[src/rtl/dff_pipeline.sv]
// WIDTH x DEPTH register delay line with per-stage valid, stall (en), flush and a registered occupancy count.
// Define DFF_PIPE_PARITY_EN to carry an even-parity bit per stage and raise a sticky parity_err at the output.
module dff_pipeline #(
  parameter int               WIDTH     = 8,
  parameter int               DEPTH     = 4,
  parameter logic [WIDTH-1:0] RESET_VAL = {WIDTH{1'b0}}
) (
  input  logic                       clock_100Mhz,
  input  logic                       reset,
  input  logic                       en,
  input  logic                       flush,
  input  logic [WIDTH-1:0]           d,
  input  logic                       d_valid,
  output logic [WIDTH-1:0]           q,
  output logic                       q_valid,
  output logic [$clog2(DEPTH+1)-1:0] occupancy,
  output logic                       busy,
  output logic                       parity_err
);

  localparam int OW = $clog2(DEPTH + 1);

  logic [DEPTH-1:0][WIDTH-1:0] data_q;
  logic [DEPTH-1:0]            vld_q;
  logic [OW-1:0]               occ_q;
  logic [OW-1:0]               occ_d;
  logic                        busy_q;

  // One word enters and the oldest leaves on every advance, so the count moves by at most one.
  always_comb begin
    occ_d = occ_q + OW'(d_valid) - OW'(vld_q[DEPTH-1]);
  end

  always_ff @(posedge clock_100Mhz) begin
    if (reset || flush) begin
      data_q <= {DEPTH{RESET_VAL}};
      vld_q  <= '0;
      occ_q  <= '0;
      busy_q <= 1'b0;
    end else if (en) begin
      data_q[0] <= d;
      vld_q[0]  <= d_valid;
      for (int i = 1; i < DEPTH; i++) begin
        data_q[i] <= data_q[i-1];
        vld_q[i]  <= vld_q[i-1];
      end
      occ_q  <= occ_d;
      busy_q <= (occ_d != '0);
    end
  end

  assign q         = data_q[DEPTH-1];
  assign q_valid   = vld_q[DEPTH-1];
  assign occupancy = occ_q;
  assign busy      = busy_q;

`ifdef DFF_PIPE_PARITY_EN
  logic [DEPTH-1:0] par_q;
  logic             perr_q;

  always_ff @(posedge clock_100Mhz) begin
    if (reset || flush) begin
      par_q <= '0;
    end else if (en) begin
      par_q[0] <= ^d;
      for (int i = 1; i < DEPTH; i++) begin
        par_q[i] <= par_q[i-1];
      end
    end
  end

  // Only flush-immune state in the block: cleared by reset alone.
  always_ff @(posedge clock_100Mhz) begin
    if (reset) begin
      perr_q <= 1'b0;
    end else if (vld_q[DEPTH-1] && ((^data_q[DEPTH-1]) != par_q[DEPTH-1])) begin
      perr_q <= 1'b1;
    end
  end

  assign parity_err = perr_q;
`else
  assign parity_err = 1'b0;
`endif

endmodule

[config.mk]
export PLATFORM = sky130hd
export DESIGN_NAME = dff_pipeline
export DESIGN_NICKNAME = d
export VERILOG_FILES = /design/src/rtl/dff_pipeline.sv
export SDC_FILE = /design/constraint.sdc
export NUM_CORES = 1
export LEC_CHECK = 0
export CORE_MARGIN = 5
export CORE_UTILIZATION = 51
export DETAILED_ROUTE_END_ITERATION = 12
export PLACE_DENSITY = 0.78
export SLEW_MARGIN = 20
export SYNTH_ARGS = -nofsm -noshare
export SYNTH_HDL_FRONTEND = slang
export SYNTH_SLANG_ARGS = --single-unit
[constraint.sdc]
create_clock -name clock_100Mhz -period 2.4 [get_ports clock_100Mhz]
set_input_delay 0.24 -clock clock_100Mhz [delete_from_list [all_inputs] [get_ports clock_100Mhz]]
set_output_delay 0.24 -clock clock_100Mhz [all_outputs]
set_load 0.01 [all_outputs]
### After elaboration in Yosys (flattened, before gate mapping)

Index checks and enable logic that the tools add are counted.

* word-level logic and storage cells: 11
* memories kept: 0
* bits in registers: 40
* ROM bits: 0
* output and inout port bits: 14
* bits in latches: 0
* bits in writable memories: 0
* input bits: 13

* bitwise operators: 0
* divide/modulo/power cells: 0
* $add $sub $neg: 2
* shift operators: 0
* eq/ne operators: 0
* reduce and logical (&&, ||, !) cells: 2
* multiplexer cells: 0
* multiply operators: 0
* magnitude comparators: 0

Operators by type and width (count)
* $add A3 B1 Y3: 1
* $reduce_bool A3 Y1: 1
* $sub A3 B1 Y3: 1
* $logic_or A1 B1 Y1: 1

### Depth between registers and ports, before layout

* word-level depth: 3
* gate-level depth with buffers: 9

### Worst setup path after synthesis

No wires, ideal clock.

* path kind: flip-flop to flip-flop
* start point: register occ_q[0] (netlist: occupancy[0])
* end point: register occ_q[2] (netlist: occupancy[2])
* slack: 0.523 ns
* arrival time: 1.761 ns
* data required time: 2.284 ns
* cell stages (with the launch flop): 10
* period minus slack after synthesis: 1.877 ns
* setup time: 0.116 ns
* cell sequence: dfxtp_1 > inv_1 > ha_1 > inv_1 > ha_1 > inv_1 > fa_1 > xor2_2 > a211oi_1 > a31o_2

* word-level cells in the longest chain between the ends: 2

RTL lines
* start, declared: RTL line 25 `logic [OW-1:0] occ_q;`
* start signal, assigned: RTL line 38 `occ_q <= '0;`
* start signal, assigned: RTL line 47 `occ_q <= occ_d;`
* $add A3 B1 Y3: RTL line 31 `occ_d = occ_q + OW'(d_valid) - OW'(vld_q[DEPTH-1]);`
* $sub A3 B1 Y3: RTL line 31

Every way passes these cells.
A chain may end at the register's enable or synchronous reset.

### Worst setup path in the final report

Ends and elaborated chain as after synthesis.

==> flow_summary.json <==
{
  "status": "complete, no violations",
  "critPathKind": "reg -> reg",
  "yosysTopAreaCell": "dfxtp_1",
  "path_delay_family": "adder cells",
  "p_total_w": 0.001253,
  "placedCellCount": 208,
  "antennaDiodeCount": 0,
  "async_flop_share": 0,
  "top_level_ports": 27,
  "synth_area_per_cell_um2": 10.47,
  "grt_pass1_vias": 997,
  "cts_setup_buffers": 0,
  "grt_use_total": 0.1289,
  "htree_levels": 2,
  "final-instance-count-excl-fill": 216,
  "drive_gt1_frac": 0.09884,
  "area_growth_pct": 18.05,
  "hp-class": "in -> reg",
  "cp.required_ns": 2.64,
  "rows": 20,
  "postSynthCellCount": 153,
  "gp_congestion": 0.7094,
  "dieArea_mm2": 0.004361,
  "routed_wl_mm": 2.462,
  "numCtsBuffers": 5,
  "clock_path_buffers": 2,
  "yosysWarnings": 0,
  "crit_top_cell": "inv_1",
  "ys_seq_elements": 40,
  "clk_latency_ns": 0.34,
  "syn_nets": 169,
  "grt_pass1_wl_mm": 4.257,
  "final_nets": 187,
  "initial_core_util": 0.5289,
  "drcViolationCount": 0,
  "grt_max_degree": 25,
  "ys_seq_area_frac": 0.5000,
  "grt_antenna_before_repair": 0,
  "yosysMostFrequentCell": "nor2_1",
  "cpMaxStageDelayCell": "fa_1",
  "holdBufCountCts": 0,
  "synth_cell_types": 18,
  "cts_tree": "done",
  "cp_slowest_stage_delay_ns": 0.40,
  "rsz0062_at_grt": "no",
  "wl_per_cell_um": 11.40,
  "post-dp-hpwl_mm": 1.852,
  "path_cells": "inv_1 > ha_1 > inv_1 > ha_1 > inv_1 > fa_1 > xor2_2 > a211oi_1 > a31o_2",
  "setup_viol": 0,
  "end_kind": "flip-flop",
  "die_width_um": 66.04,
  "dr.first_iter.drc_count": 25,
  "worst_ep_arrival_time_ns": 2.22,
  "crit_cells": 9,
  "relSlewSlack": 0.6003,
  "tns_ns": 0,
  "clock_sinks": 40,
  "skew_ns": 0.005473,
  "peakVddDrop_uv": 439.2,
  "synth_edf_count": 0,
  "clk_pin_slew_ns": 0.11,
  "cellLeakagePower_nw": 0.7998,
  "ant_nets": 0,
  "drv_cap": 0,
  "p_per_area_mw_per_mm2": 662.6,
  "reg2reg_depth": 9,
  "num_vias": 1004,
  "ys.flop_type": "dfxtp_1",
  "start_kind": "flip-flop",
  "die_h_um": 66.04,
  "hold_violations": 0,
  "hold_depth": 3,
  "min_period_ns": 1.975,
  "postCtsResizedCells": 0,
  "cts-root-buf": "clkbuf_4",
  "overflow": 0,
  "fin_crit_sh": 0.8230,
  "cp_max_fo": 3,
  "slew_viol_final": 0,
  "hold-worst-slack_ns": 0.4907,
  "vias_per_cell": 4.648,
  "max_freq_mhz": 506.3,
  "synthTopCellsByCount": "nor2_1 (41), dfxtp_1 (40), mux2i_1 (37), buf_4 (12)",
  "rrSetupSlack_ns": 0.42,
  "first_pass_iters": 4,
  "synth_top_area_share": 0.5000,
  "path_buf_inv": 3,
  "tightest_slew_ns": 0.5995,
  "core_mm2": 0.003028,
  "synthesis.area_mm2": 0.001602,
  "yosys-top-cells-area": "dfxtp_1 (50%), mux2i_1 (23%), nor2_1 (9.6%)",
  "portBuffers": 25
}
## worst reg2reg max path, stage by stage (launching register included)
cell      delay (ns)
dfxtp_1         0.37
inv_1           0.05
ha_1            0.26
inv_1           0.06
ha_1            0.13
inv_1           0.05
fa_1            0.40
xor2_2          0.21
a211oi_1        0.11
a31o_2          0.24
## cells by family (layout without fill, tap and decap cells)
logic type | Yosys count | in the layout | share of synthesized area
xor gates and xnor gates | 2 | 2 | 0.01563
other | 1 | 1 | 0.002342
buffers and inverters | 23 | 42 | 0.09922
muxes | 37 | 37 | 0.2313
adders and majority gates | 3 | 3 | 0.02812
AOI/OAI and AO/OA | 4 | 4 | 0.02109
DFF | 40 | 40 | 0.5000
and+or+nand+nor | 43 | 43 | 0.1023
## sequential cells by signal, summed over array words and instances, names as in the netlist
name,count
data_q,24
q,8
vld_q,4
occupancy,3
busy,1
## layout by cell type, fill, tap and decap left out, drive strengths merged
cell type / instances
clkdlybuf4s50: 24
a31o: 1
mux2i: 37
clkbuf: 7
fa: 1
xnor2: 1
conb: 1
inv: 4
ha: 2
or2: 1
dfxtp: 40
bufinv: 1
xor2: 1
a211oi: 2
buf: 6
nand2: 1
o21ai: 1
nor2: 41
## cell type report
cell class | count | area, µm²
sequential | 40 | 800.8
tap | 44 | 55.05
clock buffer | 7 | 65.06
inverter | 4 | 15.01
fill | 252 | 1137
timing repair buffer | 30 | 282.8
clock inverter | 1 | 30.03
multi-input combinational | 90 | 641.9
## worst paths after layout
path | from | endpoint
worst min-delay path | en | q[5]$_SDFFE_PP0P_
worst max-delay path | occupancy[0]$_SDFFE_PP0P_ | occupancy[2]$_SDFFE_PP0P_
worst min register to register | q[0]$_SDFFE_PP0P_ | q[0]$_SDFFE_PP0P_
worst max register to register | occupancy[0]$_SDFFE_PP0P_ | occupancy[2]$_SDFFE_PP0P_
## through the flow
stage | util | cell area [µm²] | setup slack [ns]
2_1_floorplan | - | 1602 | 0.5227
3_3_place_gp | 0.5930 | 1795 | 0.4509
3_5_place_dp | 0.5930 | 1795 | 0.3940
4_1_cts | 0.6244 | 1891 | 0.4055
5_1_grt | 0.6244 | 1891 | 0.2857
6_report | 0.6244 | 1891 | 0.4248
## layer usage
metal  GRT usage  wire [µm]
met1      0.1436       1106
met2      0.2178       1203
met5           0          0
met3     0.06122        133
met4     0.03807         18
## report_power, final
part           internal [W]  switching, W  total (W)  leakage (nW)
clock              0.000277      0.000204   0.000480        0.0515
sequential         0.000672    0.00000558   0.000678         0.323
combinational     0.0000503     0.0000442  0.0000945         0.425
total              0.000999      0.000253    0.00125         0.800
Note: power is estimated with default switching activity, not from simulation.
